--- src/rtl/kse_jtag_cmd_exec.sv ---
// Executes KSE JTAG TDR commands: KSE3 access-mode / ADAC-init handshakes or a
// single AHB-Lite transfer toward KSE3, reporting status back to the TDR core.
module kse_jtag_cmd_exec #(
    parameter int AddrW      = 32,
    parameter int DataW      = 32,
    parameter int KseTimeout = 1024
) (
    input  logic             i_clk,
    input  logic             i_rst,
    input  logic [AddrW-1:0] i_ahb_haddr,
    input  logic [DataW-1:0] i_ahb_hwdata,
    input  logic             i_ahb_hwrite,
    input  logic             i_ahb_valid,
    input  logic             i_enter_jtag_access_mode,
    input  logic             i_init_kse3_adac_itf,
    input  logic             i_jtag_dbg,
    input  logic             i_transaction_id,
    output logic [DataW-1:0] o_ahb_hrdata,
    output logic             o_jtag_ready,
    output logic             o_jtag_kse_error,
    output logic             o_jtag_ahb_error,
    output logic             o_jtag_cmd_ignored,
    output logic [AddrW-1:0] o_haddr,
    output logic [DataW-1:0] o_hwdata,
    output logic             o_hwrite,
    output logic [1:0]       o_htrans,
    output logic [2:0]       o_hsize,
    input  logic             i_hready,
    input  logic             i_hresp,
    input  logic [DataW-1:0] i_hrdata,
    output logic             o_kse_enter_access,
    output logic             o_kse_init_adac,
    input  logic             i_kse_ack,
    input  logic             i_kse_error,
    output logic             o_jtag_access_mode,
    output logic             o_jtag_dbg_en
);
    localparam logic [1:0] HTRANS_IDLE   = 2'b00;
    localparam logic [1:0] HTRANS_NONSEQ = 2'b10;
    localparam int         CntW          = (KseTimeout > 1) ? $clog2(KseTimeout) : 1;

    typedef enum logic [2:0] {S_IDLE, S_KSE_WAIT, S_AHB_ADDR, S_AHB_DATA, S_RESP} state_t;
    state_t r_state, w_next;

    logic             r_last_id;
    logic [CntW-1:0]  r_cnt;
    logic             r_is_enter;
    logic [AddrW-1:0] r_haddr;
    logic [DataW-1:0] r_hwdata;
    logic             r_hwrite;
    logic [DataW-1:0] r_hrdata;
    logic             r_ready, r_kse_err, r_ahb_err, r_ignored;
    logic             r_enter_pulse, r_init_pulse, r_access_mode, r_dbg_en;

    logic w_new_cmd, w_accept, w_kse_cmd, w_misaligned, w_ahb_go, w_timeout;

    assign w_new_cmd    = (i_transaction_id != r_last_id);
    assign w_accept     = w_new_cmd && (r_state == S_IDLE);
    assign w_kse_cmd    = i_enter_jtag_access_mode || i_init_kse3_adac_itf;
    assign w_misaligned = (i_ahb_haddr[1:0] != 2'b00);
    assign w_ahb_go     = !w_kse_cmd && i_ahb_valid && r_access_mode && !w_misaligned;
    assign w_timeout    = (r_cnt == CntW'(KseTimeout - 1));

    always_ff @(posedge i_clk) begin
        if (i_rst) r_state <= S_IDLE;
        else       r_state <= w_next;
    end

    always_comb begin
        w_next = r_state;
        case (r_state)
            S_IDLE: begin
                if (w_accept && w_kse_cmd) w_next = S_KSE_WAIT;
                else if (w_accept && w_ahb_go) w_next = S_AHB_ADDR;
            end
            S_KSE_WAIT: if (i_kse_ack || w_timeout) w_next = S_RESP;
            S_AHB_ADDR: if (i_hready) w_next = S_AHB_DATA;
            S_AHB_DATA: if (i_hready) w_next = S_RESP;
            S_RESP:     w_next = S_IDLE;
            default:    w_next = S_IDLE;
        endcase
    end

    always_ff @(posedge i_clk) begin
        if (i_rst) begin
            r_last_id     <= 1'b0;
            r_cnt         <= '0;
            r_is_enter    <= 1'b0;
            r_haddr       <= '0;
            r_hwdata      <= '0;
            r_hwrite      <= 1'b0;
            r_hrdata      <= '0;
            r_ready       <= 1'b1;
            r_kse_err     <= 1'b0;
            r_ahb_err     <= 1'b0;
            r_ignored     <= 1'b0;
            r_enter_pulse <= 1'b0;
            r_init_pulse  <= 1'b0;
            r_access_mode <= 1'b0;
            r_dbg_en      <= 1'b0;
        end else begin
            r_enter_pulse <= 1'b0;
            r_init_pulse  <= 1'b0;
            if (w_new_cmd) r_last_id <= i_transaction_id;
            // A toggle while busy only flags the drop; the running command is untouched.
            if (w_new_cmd && r_state != S_IDLE) r_ignored <= 1'b1;

            if (w_accept) begin
                r_kse_err  <= 1'b0;
                r_ahb_err  <= 1'b0;
                r_ignored  <= 1'b0;
                r_ready    <= 1'b0;
                r_haddr    <= i_ahb_haddr;
                r_hwdata   <= i_ahb_hwdata;
                r_hwrite   <= i_ahb_hwrite;
                r_dbg_en   <= i_jtag_dbg;
                r_is_enter <= i_enter_jtag_access_mode;
                r_cnt      <= '0;
                if (i_enter_jtag_access_mode)  r_enter_pulse <= 1'b1;
                else if (i_init_kse3_adac_itf) r_init_pulse  <= 1'b1;
                else if (!i_ahb_valid)         r_ready       <= 1'b1;
                else if (!w_ahb_go) begin
                    r_ready   <= 1'b1;
                    r_ignored <= 1'b1;
                    r_ahb_err <= w_misaligned;
                end
            end

            case (r_state)
                S_KSE_WAIT: begin
                    if (i_kse_ack) begin
                        r_kse_err <= i_kse_error;
                        if (r_is_enter && !i_kse_error) r_access_mode <= 1'b1;
                    end else if (w_timeout) r_kse_err <= 1'b1;
                    else                    r_cnt     <= r_cnt + 1'b1;
                end
                S_AHB_DATA: begin
                    if (i_hready) begin
                        r_ahb_err <= i_hresp;
                        if (!r_hwrite && !i_hresp) r_hrdata <= i_hrdata;
                    end
                end
                default: ;
            endcase

            // Ready is presented in RESP so the TDR sees it one cycle after completion.
            if (r_state != S_RESP && w_next == S_RESP) r_ready <= 1'b1;
        end
    end

    assign o_ahb_hrdata       = r_hrdata;
    assign o_jtag_ready       = r_ready;
    assign o_jtag_kse_error   = r_kse_err;
    assign o_jtag_ahb_error   = r_ahb_err;
    assign o_jtag_cmd_ignored = r_ignored;
    assign o_haddr            = r_haddr;
    assign o_hwdata           = r_hwdata;
    assign o_hwrite           = r_hwrite;
    assign o_htrans           = (r_state == S_AHB_ADDR) ? HTRANS_NONSEQ : HTRANS_IDLE;
    assign o_hsize            = 3'b010;
    assign o_kse_enter_access = r_enter_pulse;
    assign o_kse_init_adac    = r_init_pulse;
    assign o_jtag_access_mode = r_access_mode;
    assign o_jtag_dbg_en      = r_dbg_en;
endmodule

--- config.mk ---
export PLATFORM = sky130hd
export DESIGN_NAME = kse_jtag_cmd_exec
export DESIGN_NICKNAME = d
export VERILOG_FILES = /design/src/rtl/kse_jtag_cmd_exec.sv
export SDC_FILE = /design/constraint.sdc
export NUM_CORES = 1
export LEC_CHECK = 0
export BUFFER_PORTS_ARGS = -buffer_cell sky130_fd_sc_hd__clkbuf_2
export CAP_MARGIN = 15
export CORE_MARGIN = 3
export CORE_UTILIZATION = 46
export DETAILED_ROUTE_END_ITERATION = 8
export GPL_TIMING_DRIVEN = 1
export PLACE_DENSITY = 0.9
export SETUP_SLACK_MARGIN = 0.02
export SLEW_MARGIN = 10
export SYNTH_ARGS = -nofsm -noshare
export SYNTH_HDL_FRONTEND = slang
export SYNTH_SLANG_ARGS = --single-unit
--- constraint.sdc ---
create_clock -name i_clk -period 2.18 [get_ports i_clk]
set_input_delay 0.218 -clock i_clk [delete_from_list [all_inputs] [get_ports i_clk]]
set_output_delay 0.218 -clock i_clk [all_outputs]
set_load 0.03 [all_outputs]
**Yosys cells after proc, flatten, opt, wreduce, memory -nomap -nowiden**

Cells that the tools add are included.

- Add/subtract/negate cells: 1
- Bitwise logic cells: 1
- Reduce and logical (&&, ||, !) cells: 26
- Multiplexer cells: 33
- Eq/ne operators: 7

Operators by type and width:

| kind | count |
|---|---|
| 10-bit 2-to-1 mux | 4 |
| 1-bit 2-to-1 mux | 22 |
| 3-bit 2-to-1 mux | 5 |
| 3-bit case mux with 4 select lines | 1 |
| 10-bit by 1-bit adder with 10-bit output, second input constant | 1 |
| 10-bit equality test, second input constant | 1 |
| 1-bit logical AND | 10 |
| 3-bit by 2-bit equality test with 1-bit output, second input constant | 2 |
| 3-bit AND reduction | 2 |
| 1-bit zero test | 5 |
| 2-bit nonzero test | 2 |
| 2-bit OR reduction | 2 |
| 3-bit by 1-bit equality test with 1-bit output, second input constant | 1 |
| 3-bit equality test, second input constant | 1 |
| 3-bit zero test | 1 |
| 3-bit != test, second input constant | 1 |
| 3-bit nonzero test | 1 |
| 3-bit OR reduction | 1 |
| 1-bit logical OR | 2 |
| 2-bit 2-to-1 mux | 1 |
| 1-bit != test | 1 |
| 1-bit inverter | 1 |

- Input port bits: 108
- Word-level logic and storage cells: 84
- Register bits after elaboration: 120
- Output and inout bits: 110

**Depth between registers and ports, before layout**

- Depth after elaboration: 12
- Depth in mapped cells: 7
- Depth with buffers taken out: 5

**Worst setup path after synthesis**

Ideal clock, no wire load.

- Kind: flip-flop to flip-flop
- From: reg r_state[2]
- To: reg r_cnt[3]
- Clock period less this slack: 1.658 ns
- Setup slack: 0.522 ns
- Data required time: 2.113 ns
- Library setup time: 0.067 ns
- Path buffers: 2
- Cell stages (with the launch flop): 7
- Data arrival time: 1.590 ns
- Path through: dfxtp_1 -> buf_6 -> nor4b_4 -> o31ai_2 -> buf_6 -> or3_1 -> a21oi_2

- Longest elaborated chain between the ends: 6
- Elaborated cells on any way between the ends: 7
- Classes of those cells: eq/ne: 1; mux: 4; reduce/logical: 2

RTL lines:

| item | RTL line | source |
|---|---|---|
| from (decl) | 43 | `state_t r_state, w_next;` |
| from (signal assigned) | 66 | `else r_state <= w_next;` |
| 3-bit zero test | 58 | `assign w_accept = w_new_cmd && (r_state == S_IDLE);` |
| 1-bit logical AND | 58 |  |
| 10-bit 2-to-1 mux | 108 | `if (w_accept) begin` |
| 10-bit 2-to-1 mux | 134 | `end else if (w_timeout) r_kse_err <= 1'b1;` |
| 10-bit 2-to-1 mux | 131 | `if (i_kse_ack) begin` |
| 10-bit 2-to-1 mux * | 129 | `case (r_state)` |
| to (signal assigned) | 135 | `else r_cnt <= r_cnt + 1'b1;` |
| to (decl) | 46 | `logic [CntW-1:0] r_cnt;` |

Every way passes the cells marked *; elsewhere a longest branch is shown, timed or not.
A chain may end at the register's enable or synchronous reset.

**Worst setup path after layout**

- From: in i_transaction_id
- To: reg r_ahb_err (netlist: o_jtag_ahb_error)

- Longest elaborated chain between the ends: 5

RTL lines:

| item | RTL line | source |
|---|---|---|
| from (decl) | 17 | `input logic i_transaction_id,` |
| 1-bit != test * | 57 | `assign w_new_cmd = (i_transaction_id != r_last_id);` |
| 1-bit logical AND * | 58 |  |
| 1-bit 2-to-1 mux * | 108 |  |
| 1-bit 2-to-1 mux | 138 | `if (i_hready) begin` |
| 1-bit 2-to-1 mux * | 129 |  |
| to (signal assigned) | 125 | `r_ahb_err <= w_misaligned;` |
| to (signal assigned) | 139 | `r_ahb_err <= i_hresp;` |
| to (decl) | 52 | `logic r_ready, r_kse_err, r_ahb_err, r_ignored;` |

Marked as above.

==> key figures <==
Routing
  • Detailed-route vias per instance: 5.246
  • Met3 layer wire length in the routed design: 1.352 mm
  • Routed wire length: 16.81 mm
  • Routed WL per cell: 16.79 µm
  • 1st-iter DRT viols: 436
  • Router iterations before antenna repair: 6
  • Routed vias: 5251
  • DRC viols: 0
  • Met1 wire length: 6.007 mm
  • Wire length on met2: 8.657 mm
  • Top Layer Used: met4
  • Final ANT Viol Nets: 0

STA
  • Setup Total Neg Slack: 0 ns
  • Setup violators final: 0
  • Clock period minus worst slack: 2.005 ns
  • F_max: 498.7 MHz
  • Worst clock skew on the final layout: 0.02303 ns
  • Final period util: 91.99%
  • Unrepaired setup endpoints after global routing: false
  • Final Hold Vio Count: 0
  • Worst slew pin tran: 0.5906 ns
  • Max-slew headroom: 60.63%
  • Total count of max-transition violations in the final report: 0

Yosys
  • Number of library cell types mapped by synthesis: 41
  • Share of the synthesized area in the top cell type: 53.81%
  • Ranking of synthesized cells by area: dfxtp_1 (54%), nand2_1 (17%), a21oi_1 (12%)
  • Cell taking the most area after synthesis: dfxtp_1
  • Yosys warning count: 0
  • Netlist area before placement: 0.004464 mm²
  • Seq/Total Area, Yosys: 53.81%
  • Average cell area after synthesis: 8.015 µm²
  • Number of standard cells after synthesis: 557
  • Seq cells post-synth: 120

Critical path
  • Critical path launch point type: primary input
  • Critical Path, Cell by Cell: dlygate4sd3_1 > clkbuf_2 > xnor2_1 > or4_2 > buf_4 > nand2_1 > a311oi_1
  • Critical path buffers and inverters: 3
  • Slowest library cell on the worst path: dlygate4sd3_1
  • Endpoint type of the worst setup path: flop
  • CP delay by family, top: buffers and inverters
  • Worst path arrival time: 2.39 ns
  • Crit Path Max Fanout: 54
  • Data required time of the critical path: 2.56 ns
  • Slowest cell delay on critical path: 0.55 ns
  • Path type of the worst setup path: in -> reg

Floorplanning
  • Io pins: 218
  • Die Area: 0.01092 mm²
  • Area of the core: 0.009328 mm²
  • Height of the die: 104.5 µm
  • Num rows: 35
  • Die Span X: 104.5 µm
  • Initial core utilization: 47.86%

Layout
  • Most common cell after layout, fill and taps aside: clkbuf_2
  • Synth-to-Final Area Change: 61.77%
  • Most used cells in the layout excluding fill and tap cells: clkbuf_2 (212), nand2_1 (208), dfxtp_1 (120), a21oi_1 (107), dlygate4sd3_1 (101)
  • Share of final-layout standard cells stronger than drive strength 1: 29.74%
  • Final #Nets: 967
  • Finished Layout Cells: 1001
  • Final core area utilization: 77.42%

Pwr
  • Leakage power total: 3.151 nW
  • Worst VDD drop: 0.6862 mV
  • Pwr Density: 857.3 mW/mm²

Global routing
  • Antenna violations before repair: 0
  • Vias in the first global route: 5214
  • Grt ovf: 0
  • Global-route wire length before repair: 26.45 mm
  • Largest net degree at the start of global routing: 69
  • Total global-route track usage: 30.35%

CTS
  • Setup repair bufs after CTS: 0
  • Worst-Skew Late Latency: 0.50 ns
  • Cell at the root of the clock tree: clkbuf_8
  • CTS tree: yes
  • Deepest clock path buffer count: 2
  • Total clock buffers created by CTS: 17
  • Number of sinks driven by the clock tree: 120
  • Register clock-pin slew on the reported worst setup and hold paths: 0.06 ns
  • H-tree depth: 4

Place
  • Port Buffer Count: 213
  • Routability-driven placement congestion ratio: 0.7846
  • DP Cell Count: 867
  • Detailed placer's ending HPWL: 8.184 mm

Outcome
  • Result of the run: finished clean

Job
  • Max-Cap Viols: 0

Worst hold path
  • Tightest Hold Check Type: in -> reg
==> metrics by stage <==
stage | setup slack, ns | hold WS, ns | instance area [µm²] | power, mW
after floorplan | 0.5223 | 0.2947 | 4472 | 2.947
after global placement | 0.2516 | 0.4407 | 5604 | 3.228
after detailed placement | 0.1161 | 0.4454 | 5604 | 3.240
after CTS | 0.1230 | 0.007880 | 7211 | 6.141
after global routing | 0.1021 | 0.06306 | 7219 | 6.407
final | 0.1746 | 0.06391 | 7222 | 6.191
==> kinds of logic (layout without fill, tap and decap cells) <==
logic type / after synthesis / count (layout) / share of synthesized area, %
and+or+nand+nor: 252 / 252 / 23.85
other: 2 / 5 / 0.1682
muxes: 1 / 1 / 0.2242
DFF: 120 / 120 / 53.81
adders and majority gates: 1 / 1 / 0.2802
xor gates and xnor gates: 3 / 3 / 0.5887
buffers and inverters: 49 / 361 / 5.185
AOI/OAI and AO/OA: 129 / 129 / 15.89
==> power by group <==
group / internal (mW) / leakage (nW) / switching, mW
sequential: 2.31 / 0.979 / 0.0762
clock: 1.80 / 0.288 / 0.986
combinational: 0.379 / 1.88 / 0.635
==> synthesized netlist by cell type (all sizes together) <==
master and instances:
a211o 1, a211oi 1, a21o 1, a21oi 108, a221oi 1, a2bb2oi 1, a311oi 4, a31oi 1
and4b 1, buf 15, clkbuf 29, conb 2, dfxtp 120, ha 1, inv 5, mux2i 1
nand2 208, nand2b 1, nand3 9, nand4 2, nand4b 4, nor2 9, nor2b 1, nor3 4
nor3b 2, nor4 1, nor4b 2, o211ai 2, o21ai 3, o311ai 1, o31a 1, o31ai 4
or3 4, or4 4, xnor2 1, xor2 2
==> final cells by class <==
class	count	area, µm²
repair buffers	324	2180
clock buffers	21	449.2
multi-input cells	390	1862
well taps	129	161.4
clock inverters	11	146.4
diodes	1	2.502
inverters	5	18.77
fillers	550	2106
flip-flops and latches	120	2402
==> registers in the layout (all words and copies together), names as in the netlist, 3 cells and up <==
register and cells:
o_haddr 32, r_state 3, o_hwdata 32, o_ahb_hrdata 32, r_cnt 10
==> final timing paths <==
kind	startpoint	to	slack, ns	cells after the start
setup / recovery	i_transaction_id	o_jtag_ahb_error$_SDFF_PP0_	0.17	7
hold / removal	i_ahb_valid	o_jtag_cmd_ignored$_SDFFE_PP0P_	0.06	3
setup reg to reg	r_state[2]$_SDFF_PP0_	o_kse_init_adac$_SDFF_PP0_	0.29	3
hold reg to reg	o_ahb_hrdata[0]$_SDFFE_PP0P_	o_ahb_hrdata[0]$_SDFFE_PP0P_	0.45	2
==> per-layer routing <==
metal	global-route usage [%]	vias up
li1	-	2450
met1	31.71	2430
met2	53.87	305
met3	9.932	66
met4	15.86	0
met5	0	-
==> worst reg2reg max path, stage by stage (launching register included) <==
cell     delay (ns)
dfxtp_1        0.41
or4_2          0.71
buf_4          0.33
nor4b_1        0.33
==> what timing repair did <==
item | in CTS | in global routing
hold buffers | 101 | 0
endpoints found under the hold margin | 101 | 0
endpoints found under the setup margin | 0 | 4
resized for setup | 0 | 1
No activity file was read; power rests on OpenSTA's default activity.
